--- src/rtl/mem_port_pkg.sv ---
// Shared types and helpers for the data memory port: FSM states, access size
// codes and the byte-lane mask generator.
package mem_port_pkg;

    localparam int WORD_BYTES = 4;

    typedef enum logic [1:0] {
        IDLE,
        ACC0,
        ACC1,
        RESP
    } state_e;

    typedef enum logic [1:0] {
        SZ_B,
        SZ_H,
        SZ_W,
        SZ_BAD
    } size_e;

    // Exactly one select must be set; anything else is an invalid request.
    function automatic size_e decode_size(input logic b_e, input logic h_e, input logic w_e);
        size_e sz;
        case ({b_e, h_e, w_e})
            3'b100:  sz = SZ_B;
            3'b010:  sz = SZ_H;
            3'b001:  sz = SZ_W;
            default: sz = SZ_BAD;
        endcase
        return sz;
    endfunction

    // Lanes touched across two consecutive words: [3:0] first word, [7:4] second.
    function automatic logic [2*WORD_BYTES-1:0] lane_mask(input size_e sz, input logic [1:0] off);
        logic [2*WORD_BYTES-1:0] base;
        case (sz)
            SZ_B:    base = 8'h01;
            SZ_H:    base = 8'h03;
            SZ_W:    base = 8'h0F;
            default: base = 8'h00;
        endcase
        return base << off;
    endfunction

endpackage

--- src/rtl/data_mem_port_if.sv ---
// Core-side request/response and memory-bus signals of the data memory port.
// master = the port itself, slave = the core and memory around it.
interface data_mem_port_if #(
    parameter int MEM_AW = 30
);
    logic              req_valid;
    logic [31:0]       addr;
    logic              wr;
    logic              b_e;
    logic              h_e;
    logic              w_e;
    logic [31:0]       w_in;
    logic [15:0]       h_in;
    logic [7:0]        b_in;
    logic [31:0]       mrdout;
    logic              rd_valid;
    logic              done;
    logic              err;
    logic              busy;
    logic              mem_req;
    logic              mem_we;
    logic [MEM_AW-1:0] mem_addr;
    logic [3:0]        mem_be;
    logic [31:0]       mem_wdata;
    logic [31:0]       mem_rdata;
    logic              mem_ack;

    modport master (
        input  req_valid, addr, wr, b_e, h_e, w_e, w_in, h_in, b_in, mem_rdata, mem_ack,
        output mrdout, rd_valid, done, err, busy, mem_req, mem_we, mem_addr, mem_be, mem_wdata
    );

    modport slave (
        output req_valid, addr, wr, b_e, h_e, w_e, w_in, h_in, b_in, mem_rdata, mem_ack,
        input  mrdout, rd_valid, done, err, busy, mem_req, mem_we, mem_addr, mem_be, mem_wdata
    );

endinterface

--- src/rtl/byte_lane_align.sv ---
// Combinational lane steering: positions store data onto byte lanes of two
// consecutive words and extracts/masks load data back to a right-justified word.
module byte_lane_align
    import mem_port_pkg::*;
(
    input  size_e       size_i,
    input  logic [1:0]  off_i,
    input  logic [31:0] w_i,
    input  logic [15:0] h_i,
    input  logic [7:0]  b_i,
    input  logic [31:0] lo_i,
    input  logic [23:0] hi_i,
    output logic [7:0]  mask_o,
    output logic [31:0] wdata_lo_o,
    output logic [31:0] wdata_hi_o,
    output logic [31:0] rdata_o
);

    logic [31:0] data;
    logic [63:0] wide;
    logic [31:0] extract;
    logic [31:0] size_mask;

    assign mask_o = lane_mask(size_i, off_i);

    always_comb begin
        // NOTE: each variable gets a default first so no path can infer a latch.
        data      = 32'h0;
        size_mask = 32'h0;
        case (size_i)
            SZ_B: begin
                data      = {24'h0, b_i};
                size_mask = 32'h0000_00FF;
            end
            SZ_H: begin
                data      = {16'h0, h_i};
                size_mask = 32'h0000_FFFF;
            end
            SZ_W: begin
                data      = w_i;
                size_mask = 32'hFFFF_FFFF;
            end
            default: ;
        endcase
    end

    assign wide       = {32'h0, data} << {off_i, 3'b000};
    assign wdata_lo_o = wide[31:0];
    assign wdata_hi_o = wide[63:32];

    // Only the low three bytes of the second word can ever reach the result.
    always_comb begin
        extract = lo_i;
        case (off_i)
            2'd1:    extract = {hi_i[7:0],  lo_i[31:8]};
            2'd2:    extract = {hi_i[15:0], lo_i[31:16]};
            2'd3:    extract = {hi_i[23:0], lo_i[31:24]};
            default: extract = lo_i;
        endcase
    end

    assign rdata_o = extract & size_mask;

endmodule

--- src/rtl/data_mem_port.sv ---
// Memory-side access stage: turns a sized byte-address request into one or two
// word transactions with byte enables, with per-transaction ack timeout.
module data_mem_port
    import mem_port_pkg::*;
#(
    parameter int TIMEOUT = 16,
    parameter int MEM_AW  = 30
) (
    input logic             clk,
    input logic             rst_n,
    data_mem_port_if.master bus
);

    localparam int CW = $clog2(TIMEOUT + 1);

    state_e            state_q, state_d;
    logic [31:0]       addr_q;
    logic              wr_q;
    size_e             size_q;
    logic [31:0]       w_q;
    logic [15:0]       h_q;
    logic [7:0]        b_q;
    logic [31:0]       lo_q;
    logic [CW-1:0]     cnt_q;
    logic              mem_req_q;
    logic              rd_valid_q;
    logic              done_q;
    logic              err_q;
    logic [31:0]       mrdout_q;

    size_e             size_in;
    logic              in_acc;
    logic              ack_fire;
    logic              tmo;
    logic              finish_ok;
    logic              split;
    logic [7:0]        mask;
    logic [31:0]       wdata_lo;
    logic [31:0]       wdata_hi;
    logic [31:0]       rd_lo;
    logic [23:0]       rd_hi;
    logic [31:0]       rd_data;
    logic [MEM_AW-1:0] word_addr;
    logic              mem_we;
    logic [MEM_AW-1:0] mem_addr;
    logic [3:0]        mem_be;
    logic [31:0]       mem_wdata;

    assign size_in   = decode_size(bus.b_e, bus.h_e, bus.w_e);
    assign in_acc    = (state_q == ACC0) || (state_q == ACC1);
    assign ack_fire  = in_acc && bus.mem_ack;
    assign tmo       = in_acc && !bus.mem_ack && (cnt_q == CW'(TIMEOUT - 1));
    assign split     = |mask[7:4];
    assign word_addr = addr_q[MEM_AW+1:2];

    // The first word comes straight off the bus on a single access, else from lo_q.
    assign rd_lo = (state_q == ACC0) ? bus.mem_rdata : lo_q;
    assign rd_hi = (state_q == ACC1) ? bus.mem_rdata[23:0] : 24'h0;

    byte_lane_align u_align (
        .size_i     (size_q),
        .off_i      (addr_q[1:0]),
        .w_i        (w_q),
        .h_i        (h_q),
        .b_i        (b_q),
        .lo_i       (rd_lo),
        .hi_i       (rd_hi),
        .mask_o     (mask),
        .wdata_lo_o (wdata_lo),
        .wdata_hi_o (wdata_hi),
        .rdata_o    (rd_data)
    );

    always_comb begin
        state_d = state_q;
        case (state_q)
            IDLE: if (bus.req_valid) state_d = (size_in == SZ_BAD) ? RESP : ACC0;
            ACC0: begin
                if (bus.mem_ack)  state_d = split ? ACC1 : RESP;
                else if (tmo)     state_d = RESP;
            end
            ACC1: if (bus.mem_ack || tmo) state_d = RESP;
            RESP: state_d = IDLE;
            default: state_d = IDLE;
        endcase
    end

    assign finish_ok = ack_fire && (state_d == RESP);

    always_comb begin
        mem_we    = 1'b0;
        mem_addr  = '0;
        mem_be    = 4'h0;
        mem_wdata = 32'h0;
        case (state_q)
            ACC0: begin
                mem_we    = wr_q;
                mem_addr  = word_addr;
                mem_be    = mask[3:0];
                mem_wdata = wdata_lo;
            end
            ACC1: begin
                mem_we    = wr_q;
                mem_addr  = word_addr + MEM_AW'(1);
                mem_be    = mask[7:4];
                mem_wdata = wdata_hi;
            end
            default: ;
        endcase
    end

    always_ff @(posedge clk) begin
        // NOTE: non-blocking assignments so every register samples pre-edge values.
        if (!rst_n) begin
            state_q    <= IDLE;
            addr_q     <= 32'h0;
            wr_q       <= 1'b0;
            size_q     <= SZ_BAD;
            w_q        <= 32'h0;
            h_q        <= 16'h0;
            b_q        <= 8'h0;
            lo_q       <= 32'h0;
            cnt_q      <= '0;
            mem_req_q  <= 1'b0;
            rd_valid_q <= 1'b0;
            done_q     <= 1'b0;
            err_q      <= 1'b0;
            mrdout_q   <= 32'h0;
        end else begin
            state_q    <= state_d;
            mem_req_q  <= (state_d == ACC0) || (state_d == ACC1);
            done_q     <= (state_d == RESP);
            err_q      <= tmo || ((state_q == IDLE) && bus.req_valid && (size_in == SZ_BAD));
            rd_valid_q <= finish_ok && !wr_q;
            if (finish_ok && !wr_q) mrdout_q <= rd_data;
            if ((state_q == IDLE) && bus.req_valid) begin
                addr_q <= bus.addr;
                wr_q   <= bus.wr;
                size_q <= size_in;
                w_q    <= bus.w_in;
                h_q    <= bus.h_in;
                b_q    <= bus.b_in;
            end
            if ((state_q == ACC0) && bus.mem_ack) lo_q <= bus.mem_rdata;
            // Counter restarts on every state change, so each transaction gets a full budget.
            if ((state_d != state_q) || !in_acc) cnt_q <= '0;
            else                                 cnt_q <= cnt_q + CW'(1);
        end
    end

    assign bus.mem_req   = mem_req_q;
    assign bus.mem_we    = mem_we;
    assign bus.mem_addr  = mem_addr;
    assign bus.mem_be    = mem_be;
    assign bus.mem_wdata = mem_wdata;
    assign bus.mrdout    = mrdout_q;
    assign bus.rd_valid  = rd_valid_q;
    assign bus.done      = done_q;
    assign bus.err       = err_q;
    assign bus.busy      = (state_q != IDLE);

endmodule
--- src/flat_wrapper.sv ---
// flat-port wrapper written by rule: the top's interface ports become plain ports
module data_mem_port_flat import mem_port_pkg::*;
#(
    parameter int TIMEOUT = 16,
    parameter int MEM_AW  = 30
)
  (clk, rst_n, bus_req_valid, bus_addr, bus_wr, bus_b_e, bus_h_e, bus_w_e, bus_w_in, bus_h_in, bus_b_in, bus_mem_rdata, bus_mem_ack, bus_mrdout, bus_rd_valid, bus_done, bus_err, bus_busy, bus_mem_req, bus_mem_we, bus_mem_addr, bus_mem_be, bus_mem_wdata);
  data_mem_port_if #(.MEM_AW(MEM_AW)) bus_i ();
  input logic clk;
  input logic rst_n;
  input wire logic [$bits(bus_i.req_valid)-1:0] bus_req_valid;
  input wire logic [$bits(bus_i.addr)-1:0] bus_addr;
  input wire logic [$bits(bus_i.wr)-1:0] bus_wr;
  input wire logic [$bits(bus_i.b_e)-1:0] bus_b_e;
  input wire logic [$bits(bus_i.h_e)-1:0] bus_h_e;
  input wire logic [$bits(bus_i.w_e)-1:0] bus_w_e;
  input wire logic [$bits(bus_i.w_in)-1:0] bus_w_in;
  input wire logic [$bits(bus_i.h_in)-1:0] bus_h_in;
  input wire logic [$bits(bus_i.b_in)-1:0] bus_b_in;
  input wire logic [$bits(bus_i.mem_rdata)-1:0] bus_mem_rdata;
  input wire logic [$bits(bus_i.mem_ack)-1:0] bus_mem_ack;
  output wire logic [$bits(bus_i.mrdout)-1:0] bus_mrdout;
  output wire logic [$bits(bus_i.rd_valid)-1:0] bus_rd_valid;
  output wire logic [$bits(bus_i.done)-1:0] bus_done;
  output wire logic [$bits(bus_i.err)-1:0] bus_err;
  output wire logic [$bits(bus_i.busy)-1:0] bus_busy;
  output wire logic [$bits(bus_i.mem_req)-1:0] bus_mem_req;
  output wire logic [$bits(bus_i.mem_we)-1:0] bus_mem_we;
  output wire logic [$bits(bus_i.mem_addr)-1:0] bus_mem_addr;
  output wire logic [$bits(bus_i.mem_be)-1:0] bus_mem_be;
  output wire logic [$bits(bus_i.mem_wdata)-1:0] bus_mem_wdata;
  assign bus_i.req_valid = bus_req_valid;
  assign bus_i.addr = bus_addr;
  assign bus_i.wr = bus_wr;
  assign bus_i.b_e = bus_b_e;
  assign bus_i.h_e = bus_h_e;
  assign bus_i.w_e = bus_w_e;
  assign bus_i.w_in = bus_w_in;
  assign bus_i.h_in = bus_h_in;
  assign bus_i.b_in = bus_b_in;
  assign bus_i.mem_rdata = bus_mem_rdata;
  assign bus_i.mem_ack = bus_mem_ack;
  assign bus_mrdout = bus_i.mrdout;
  assign bus_rd_valid = bus_i.rd_valid;
  assign bus_done = bus_i.done;
  assign bus_err = bus_i.err;
  assign bus_busy = bus_i.busy;
  assign bus_mem_req = bus_i.mem_req;
  assign bus_mem_we = bus_i.mem_we;
  assign bus_mem_addr = bus_i.mem_addr;
  assign bus_mem_be = bus_i.mem_be;
  assign bus_mem_wdata = bus_i.mem_wdata;
  data_mem_port #(.TIMEOUT(TIMEOUT), .MEM_AW(MEM_AW)) u_core (.clk(clk), .rst_n(rst_n), .bus(bus_i));
endmodule
--- config.mk ---
export PLATFORM = sky130hd
export DESIGN_NAME = data_mem_port_flat
export DESIGN_NICKNAME = d
export VERILOG_FILES = /design/src/rtl/mem_port_pkg.sv /design/src/rtl/data_mem_port_if.sv /design/src/rtl/byte_lane_align.sv /design/src/rtl/data_mem_port.sv /design/src/flat_wrapper.sv
export SDC_FILE = /design/constraint.sdc
export NUM_CORES = 1
export LEC_CHECK = 0
export BUFFER_PORTS_ARGS = -buffer_cell sky130_fd_sc_hd__buf_2
export CAP_MARGIN = 20
export CORE_ASPECT_RATIO = 0.9
export CORE_MARGIN = 2
export CORE_UTILIZATION = 25
export DETAILED_ROUTE_END_ITERATION = 6
export PLACE_DENSITY = 0.51
export RECOVER_POWER = 100
export SLEW_MARGIN = 20
export SYNTH_ARGS = -nofsm -noshare
export SYNTH_HDL_FRONTEND = slang
export SYNTH_HIERARCHICAL = 1
export SYNTH_SLANG_ARGS = --single-unit
--- constraint.sdc ---
create_clock -name clk -period 3.71 [get_ports clk]
set_input_delay 0.742 -clock clk [delete_from_list [all_inputs] [get_ports clk]]
set_output_delay 0.742 -clock clk [all_outputs]
set_load 0.005 [all_outputs]
==> flow_summary_export.csv, run 1 <==
group,metric,value,unit
floorplan,io_pins,232,
finish,drive_gt1_frac,0.233,
global_routing,grt_max_degree,93,
floorplan,die-width,222,um
timing,finalSetupTns,0,ns
synth,yosysUniqueCellTypes,71,
run,max_cap_viol_count,1,
global_routing,met1_usage,0.236,
pwr,p_leak,4.70,nW
setup_path,cpPeakStageDelay,0.70,ns
floorplan,core-area,42000,um^2
finish,fill_cells,4512,
drt,viasPerCell,5.03,
synth,synth-edff-count,0,
setup_path,crit_path_end_kind,"output port",
place,place_hpwl,27.2,mm
synth,ys_seq_elements,166,
global_routing,track_usage,0.168,
global_routing,met2_usage,0.261,
synth,syn_inst,1326,
synth,synth_area_leaders,"dfxtp_1 31%, nand2_1 12%, a21boi_0 11%",
timing,fin_crit_sh,0.942,
synth,syn_area_per_cell,8.07,um^2
pwr,irDropWorstVdd,0.348,mV
timing,hold_viol_final,0,
drt,firstDrtPassIters,6,
run_status,outcome,"finished, violations left",
synth,ys.flop_type,"dfxtp_1",
timing,worst_slew_pin_slew,2.16,ns
setup_path,critPathKind,"flop to output port",
synth,yosys.area.top_type_share,0.311,
setup_path,critical_path.slowest_cell,"or4_4",
worst_hold_path,hp-class,"flop to flop",
clock_network,clock_latency,0.46,ns
global_routing,grt_pass1_wl,58.4,mm
timing,fmax,0.286,GHz
drt,drt_iter0_drc,1076,
global_routing,globalRouteMet3Util,0.0351,
synth,yosysSeqAreaShare,0.311,
place,gp_congestion,0.836,
setup_path,crit_fanout,12,
synth,synth_top_cell_by_area,"dfxtp_1",
synth,syn-cell-area,10700,um^2
finish,post-route-util,0.305,
clock_network,cts_tree,"done",
timing,slew-limit-headroom,-0.441,
drt,vias,10306,
floorplan,die_h,200,um
setup_path,path_buf_inv,1,
setup_path,startpoint_type,"flop",
clock_network,cts_resized,1,
clock_network,clk_path_buf_depth,2,
finish,syn_to_final_growth,19.7,%
global_routing,antenna_found_initial,9,
clock_network,clk_pin_slew,0.07,ns
worst_hold_path,worstHoldStart,"u_core/lo_q[11]$_SDFFE_PN0P_",
drt,routed_wl,38.0,mm
synth,postSynth.asyncResetShare,0,
clock_network,cts_max_level,4,
floorplan,dieArea,44500,um^2
setup_path,r2r-start,"u_core/size_q[0]$_SDFFE_PN1P_",
clock_network,cts_buffers,17,
setup_path,path_cells,"nand3_1 > or4_4 > or4_1 > o211ai_1 > buf_2",
pwr,power_density,565,nW/um^2
timing,holdWs,0.461,ns
setup_path,crit_path_start,"u_core/addr_q[6]$_SDFFE_PN0P_",
drt,drtAntennaViolNets,0,
clock_network,cts.hold.buffers_added,0,
finish,layout.nets,1630,
floorplan,row_count,71,
drt,post-route-drc-count,0,
floorplan,start_util,0.255,
finish,final_common_cell,"nand2_1",
global_routing,grt_pass1_vias,9861,
setup_path,required,2.97,ns
timing,fin_crit,3.50,ns
place,pre_cts_ws,0.335,ns
place,portBuffers,231,
clock_network,clock-sinks,166,
finish,layout_common_cells,"348 x nand2_1, 201 x buf_2, 164 x dfxtp_1",
timing,slew_viol_final,50,
timing,fin_ws,0.215,ns
setup_path,path_delay_family,"simple AND/OR/NAND/NOR gates",
clock_network,root_buffer,"clkbuf_16",
timing,setup_violations,0,
synth,yosys_warnings,6,
clock_network,post_cts_buffers,0,
timing,rsz0062_at_grt,"false",
global_routing,busiest_layer,"met2",
run_status,violations,"max-capacitance violations, max-slew violations",
global_routing,grt.overflow.total,0,
setup_path,worstPathArrival,2.75,ns
timing,clock_skew,0.0137,ns
drt,wl_per_cell,18.5,um
==> worst register-to-register path: stages (launching register included) <==
cell and delay, ns:
dfxtp_1 0.40, inv_1 0.11, ha_1 0.32, mux2_1 0.32, nand2_1 0.07, o21ai_1 0.08, or4_1 0.56, a21oi_1 0.24
a2bb2oi_1 0.24, ha_1 0.23, and4b_1 0.24, buf_8 0.22, nand2_1 0.10, a21boi_0 0.15
==> state kept, by name (all words and copies together) (netlist names) <==
| name | count |
|---|---|
| u_core/w_q | 32 |
| u_core/addr_q | 32 |
| u_core/b_q | 8 |
| u_core/bus.rd_valid | 1 |
| u_core/size_q | 2 |
| u_core/h_q | 16 |
| u_core/cnt_q | 5 |
| u_core/bus.mrdout | 32 |
| u_core/state_q | 2 |
| u_core/lo_q | 32 |
| u_core/wr_q | 1 |
| u_core/bus.mem_req | 1 |
| u_core/bus.done | 1 |
| u_core/bus.err | 1 |
==> stage by stage <==
step                instances  instance area [um^2]  total power, mW
global placement         2015                 12200             5.45
CTS                      2047                 12800             7.29
floorplan                1334                 10700             4.47
finish                   2050                 12800             7.23
detailed placement       2015                 12200             5.48
global route             2050                 12800             7.70
==> synth_stat cells (18+ instances only) <==
cell,instances
nand3_1,18
nor2b_1,49
a22oi_1,45
mux2_2,33
nand2_1,350
clkbuf_1,84
and2_1,64
dfxtp_1,166
o21ai_0,19
nor2_1,37
mux4_2,32
a21boi_0,159
==> layer usage <==
metal / share of wire / vias up
li1: - / 4957
met1: 0.48 / 4954
met2: 0.45 / 352
met3: 0.059 / 35
met4: 0.012 / 8
met5: 0.0015 / -
==> where the power goes <==
group	leakage, nW	internal (mW)	switching [mW]
Clock	0.272	0.888	0.877
Sequential	1.35	2.05	0.263
Combinational	3.07	1.28	1.88
==> cell type report <==
cell class | count | area (um^2) | area share
inverter | 11 | 43.8 | 0.00342
antenna | 2 | 5.00 | 0.000391
tap | 547 | 684 | 0.0535
clock inverter | 14 | 138 | 0.0108
sequential | 166 | 3330 | 0.260
clock buffer | 18 | 429 | 0.0335
multi-input combinational | 1028 | 6760 | 0.528
timing repair buffer | 264 | 1410 | 0.110
==> path summary, 6_finish.rpt <==
check,end,slack [ns],depth (start not counted)
hold reg to reg,u_core/lo_q[11]$_SDFFE_PN0P_,0.46,2
hold / removal,u_core/lo_q[11]$_SDFFE_PN0P_,0.46,2
setup / recovery,bus_mem_addr[26],0.21,5
setup reg to reg,u_core/bus.mrdout[21]$_SDFFE_PN0P_,0.35,13
==> cell families after synthesis <==
group	count (synthesis)	share of synthesized area
flops	166	0.311
buf+inv	140	0.0625
compound gates	316	0.219
simple gates	600	0.265
fa+ha+maj	14	0.0164
xor+xnor	5	0.00409
other cells	1	0.000351
mux	84	0.122
Note: power is estimated with default switching activity, not from simulation.
==> run 2, diff against run 1 <==
--- a/config.mk
+++ b/config.mk
@@ -10,6 +10,7 @@
 export CORE_ASPECT_RATIO = 0.9
 export CORE_MARGIN = 2
 export CORE_UTILIZATION = 25
+export CTS_BUF_LIST = sky130_fd_sc_hd__clkbuf_2
 export DETAILED_ROUTE_END_ITERATION = 6
 export PLACE_DENSITY = 0.51
 export RECOVER_POWER = 100
==> flow_summary_export.csv, run 2 (synthesis gave the netlist of run 1 again) <==
group,metric,value,unit
run_status,outcome,"finished, violations left",
finish,drive_gt1_frac,0.332,
floorplan,start_util,0.255,
timing,fmax,0.270,GHz
clock_network,clk_pin_slew,0.29,ns
timing,fin_crit,3.70,ns
floorplan,die-width,222,um
worst_hold_path,whs_path_depth,3,
place,place_hpwl,27.2,mm
setup_path,ff2ff_path_depth,8,
global_routing,grt.overflow.total,0,
place,place_area,12200,um^2
floorplan,io_pins,232,
place,pre_cts_ws,0.335,ns
timing,slew_viol_final,50,
drt,vias,11168,
timing,setup_violations,0,
drt,drtAntennaViolNets,0,
timing,worst_slew_pin_slew,2.15,ns
setup_path,r2r-start,"u_core/state_q[1]$_SDFF_PN0_",
floorplan,row_count,71,
clock_network,cts_tree,"done",
worst_hold_path,hold_end,"u_core/lo_q[2]$_SDFFE_PN0P_",
drt,drt_iter0_drc,1061,
place,portBuffers,231,
drt,firstDrtPassIters,6,
finish,fill_cells,4374,
timing,hold_viol_final,0,
timing,clock_skew,0.0578,ns
timing,fin_crit_sh,0.997,
worst_hold_path,worstHoldStart,"bus_mem_rdata[2]",
timing,holdWs,0.117,ns
clock_network,cts_buffers,17,
floorplan,core-area,42000,um^2
global_routing,grt_max_degree,93,
setup_path,worstPathArrival,2.96,ns
worst_hold_path,hp-class,"input port to flop",
setup_path,crit_path_end_kind,"output port",
clock_network,clock_latency,0.90,ns
drt,routed_wl,41.6,mm
clock_network,root_buffer,"clkbuf_2",
finish,final-seq-area,3390,um^2
place,gp_congestion,0.836,
global_routing,antenna_found_initial,4,
run_status,violations,"max-capacitance violations, max-slew violations",
global_routing,track_usage,0.178,
finish,syn_to_final_growth,38.0,%
clock_network,cts_max_level,4,
global_routing,grt_pass1_wl,62.4,mm
pwr,power,7.13,mW
floorplan,dieArea,44500,um^2
setup_path,r2r_slack,0.11,ns
finish,multi_input_area,7370,um^2
finish,final_cell_area,14800,um^2
timing,fin_ws,0.0114,ns
drt,viasPerCell,5.02,
floorplan,die_h,200,um
setup_path,critPathKind,"flop to output port",
clock_network,clk_path_buf_depth,2,
pwr,p_leak,5.56,nW
finish,layout_common_cells,"348 x nand2_1, 212 x buf_2, 159 x a21boi_0",
timing,rsz0062_at_grt,"true",
drt,wl_per_cell,18.7,um
timing,slew-limit-headroom,-0.431,
setup_path,required,2.97,ns
setup_path,crit_fanout,8,
setup_path,timing.rr.end,"u_core/lo_q[28]$_SDFFE_PN0P_",
pwr,power_density,483,nW/um^2
clock_network,clock-sinks,166,
drt,post-route-drc-count,0,
finish,layout.nets,1800,
finish,final_common_cell,"nand2_1",
pwr,irDropWorstVdd,0.230,mV
run,max_cap_viol_count,1,
global_routing,grt_pass1_vias,10631,
setup_path,startpoint_type,"flop",
## run 2: cell count changes in the layout (fill, tap and decap cells not counted), sizes merged, moves of 3 or more
cell | before | now
dlygate4sd3 | 0 | 104
buf | 226 | 304
clkbuf | 56 | 41
diode | 2 | 5
## run 2: critical path, cell delays in order, from the launching register on
cell and delay, ns:
dfxtp_4 0.43, buf_6 0.13, ha_4 0.20, a222oi_1 0.40
buf_4 0.22, mux2_4 0.17, o22ai_2 0.07, a22oi_2 0.24
nor2b_1 0.08, buf_2 0.13
## run 2: how the worst max path moves through the flow
stage / startpoint / endpoint / slack (ns) / cells past startpoint
6_report: u_core/size_q[0]$_SDFFE_PN1P_ / bus_mem_wdata[27] / 0.01 / 9
2_1_floorplan: u_core/size_q[0]$_SDFFE_PN1P_ / u_core/bus.mrdout[10]$_SDFFE_PN0P_ / 0.49 / 14
3_5_place_dp: u_core/size_q[0]$_SDFFE_PN1P_ / u_core/bus.mrdout[21]$_SDFFE_PN0P_ / 0.34 / 13
3_3_place_gp: u_core/size_q[0]$_SDFFE_PN1P_ / u_core/bus.mrdout[10]$_SDFFE_PN0P_ / 0.47 / 13
5_1_grt: u_core/size_q[0]$_SDFFE_PN1P_ / bus_mem_wdata[5] / -0.18 / 10
4_1_cts: u_core/size_q[0]$_SDFFE_PN1P_ / bus_mem_wdata[9] / -0.11 / 10
## run 2: through the flow
stage               setup TNS [ns]  cells  utilization
global placement                 0   2015        0.292
CTS                          -1.12   2185        0.339
floorplan                        0   1334            -
finish                           0   2223        0.351
detailed placement               0   2015        0.292
global route                 -8.71   2222        0.351
## run 2: cell type report
type / count / area share
Multi-Input combinational cell: 1031 / 0.500
Timing Repair Buffer: 431 / 0.205
Antenna cell: 5 / 0.000848
Clock buffer: 18 / 0.00610
Inverter: 11 / 0.00322
Tap cell: 547 / 0.0464
Sequential cell: 166 / 0.230
Clock inverter: 14 / 0.00933
## run 2: layer usage
layer  wire (um)  vias to the layer above  track usage
met5           0                        -            0
met4         689                        0       0.0425
met3        2470                       63       0.0304
met2       18900                      447        0.286
met1       19600                     5338        0.249
li1            -                     5320            -
## run 2: power breakdown
| part | internal (mW) | leakage (nW) | total [mW] | switching [mW] |
|---|---|---|---|---|
| Sequential | 2.07 | 1.37 | 2.32 | 0.257 |
| Combinational | 1.62 | 4.06 | 3.79 | 2.17 |
| Clock | 0.214 | 0.136 | 1.02 | 0.801 |
## run 2: repair_timing
item / CTS / global route
hold endpoints to repair: 102 / 2
resized for setup: 128 / 72
pin swaps: 49 / 42
setup endpoints to repair: 54 / 81
setup buffers: 36 / 30
hold buffers: 102 / 2
cloned: 0 / 3
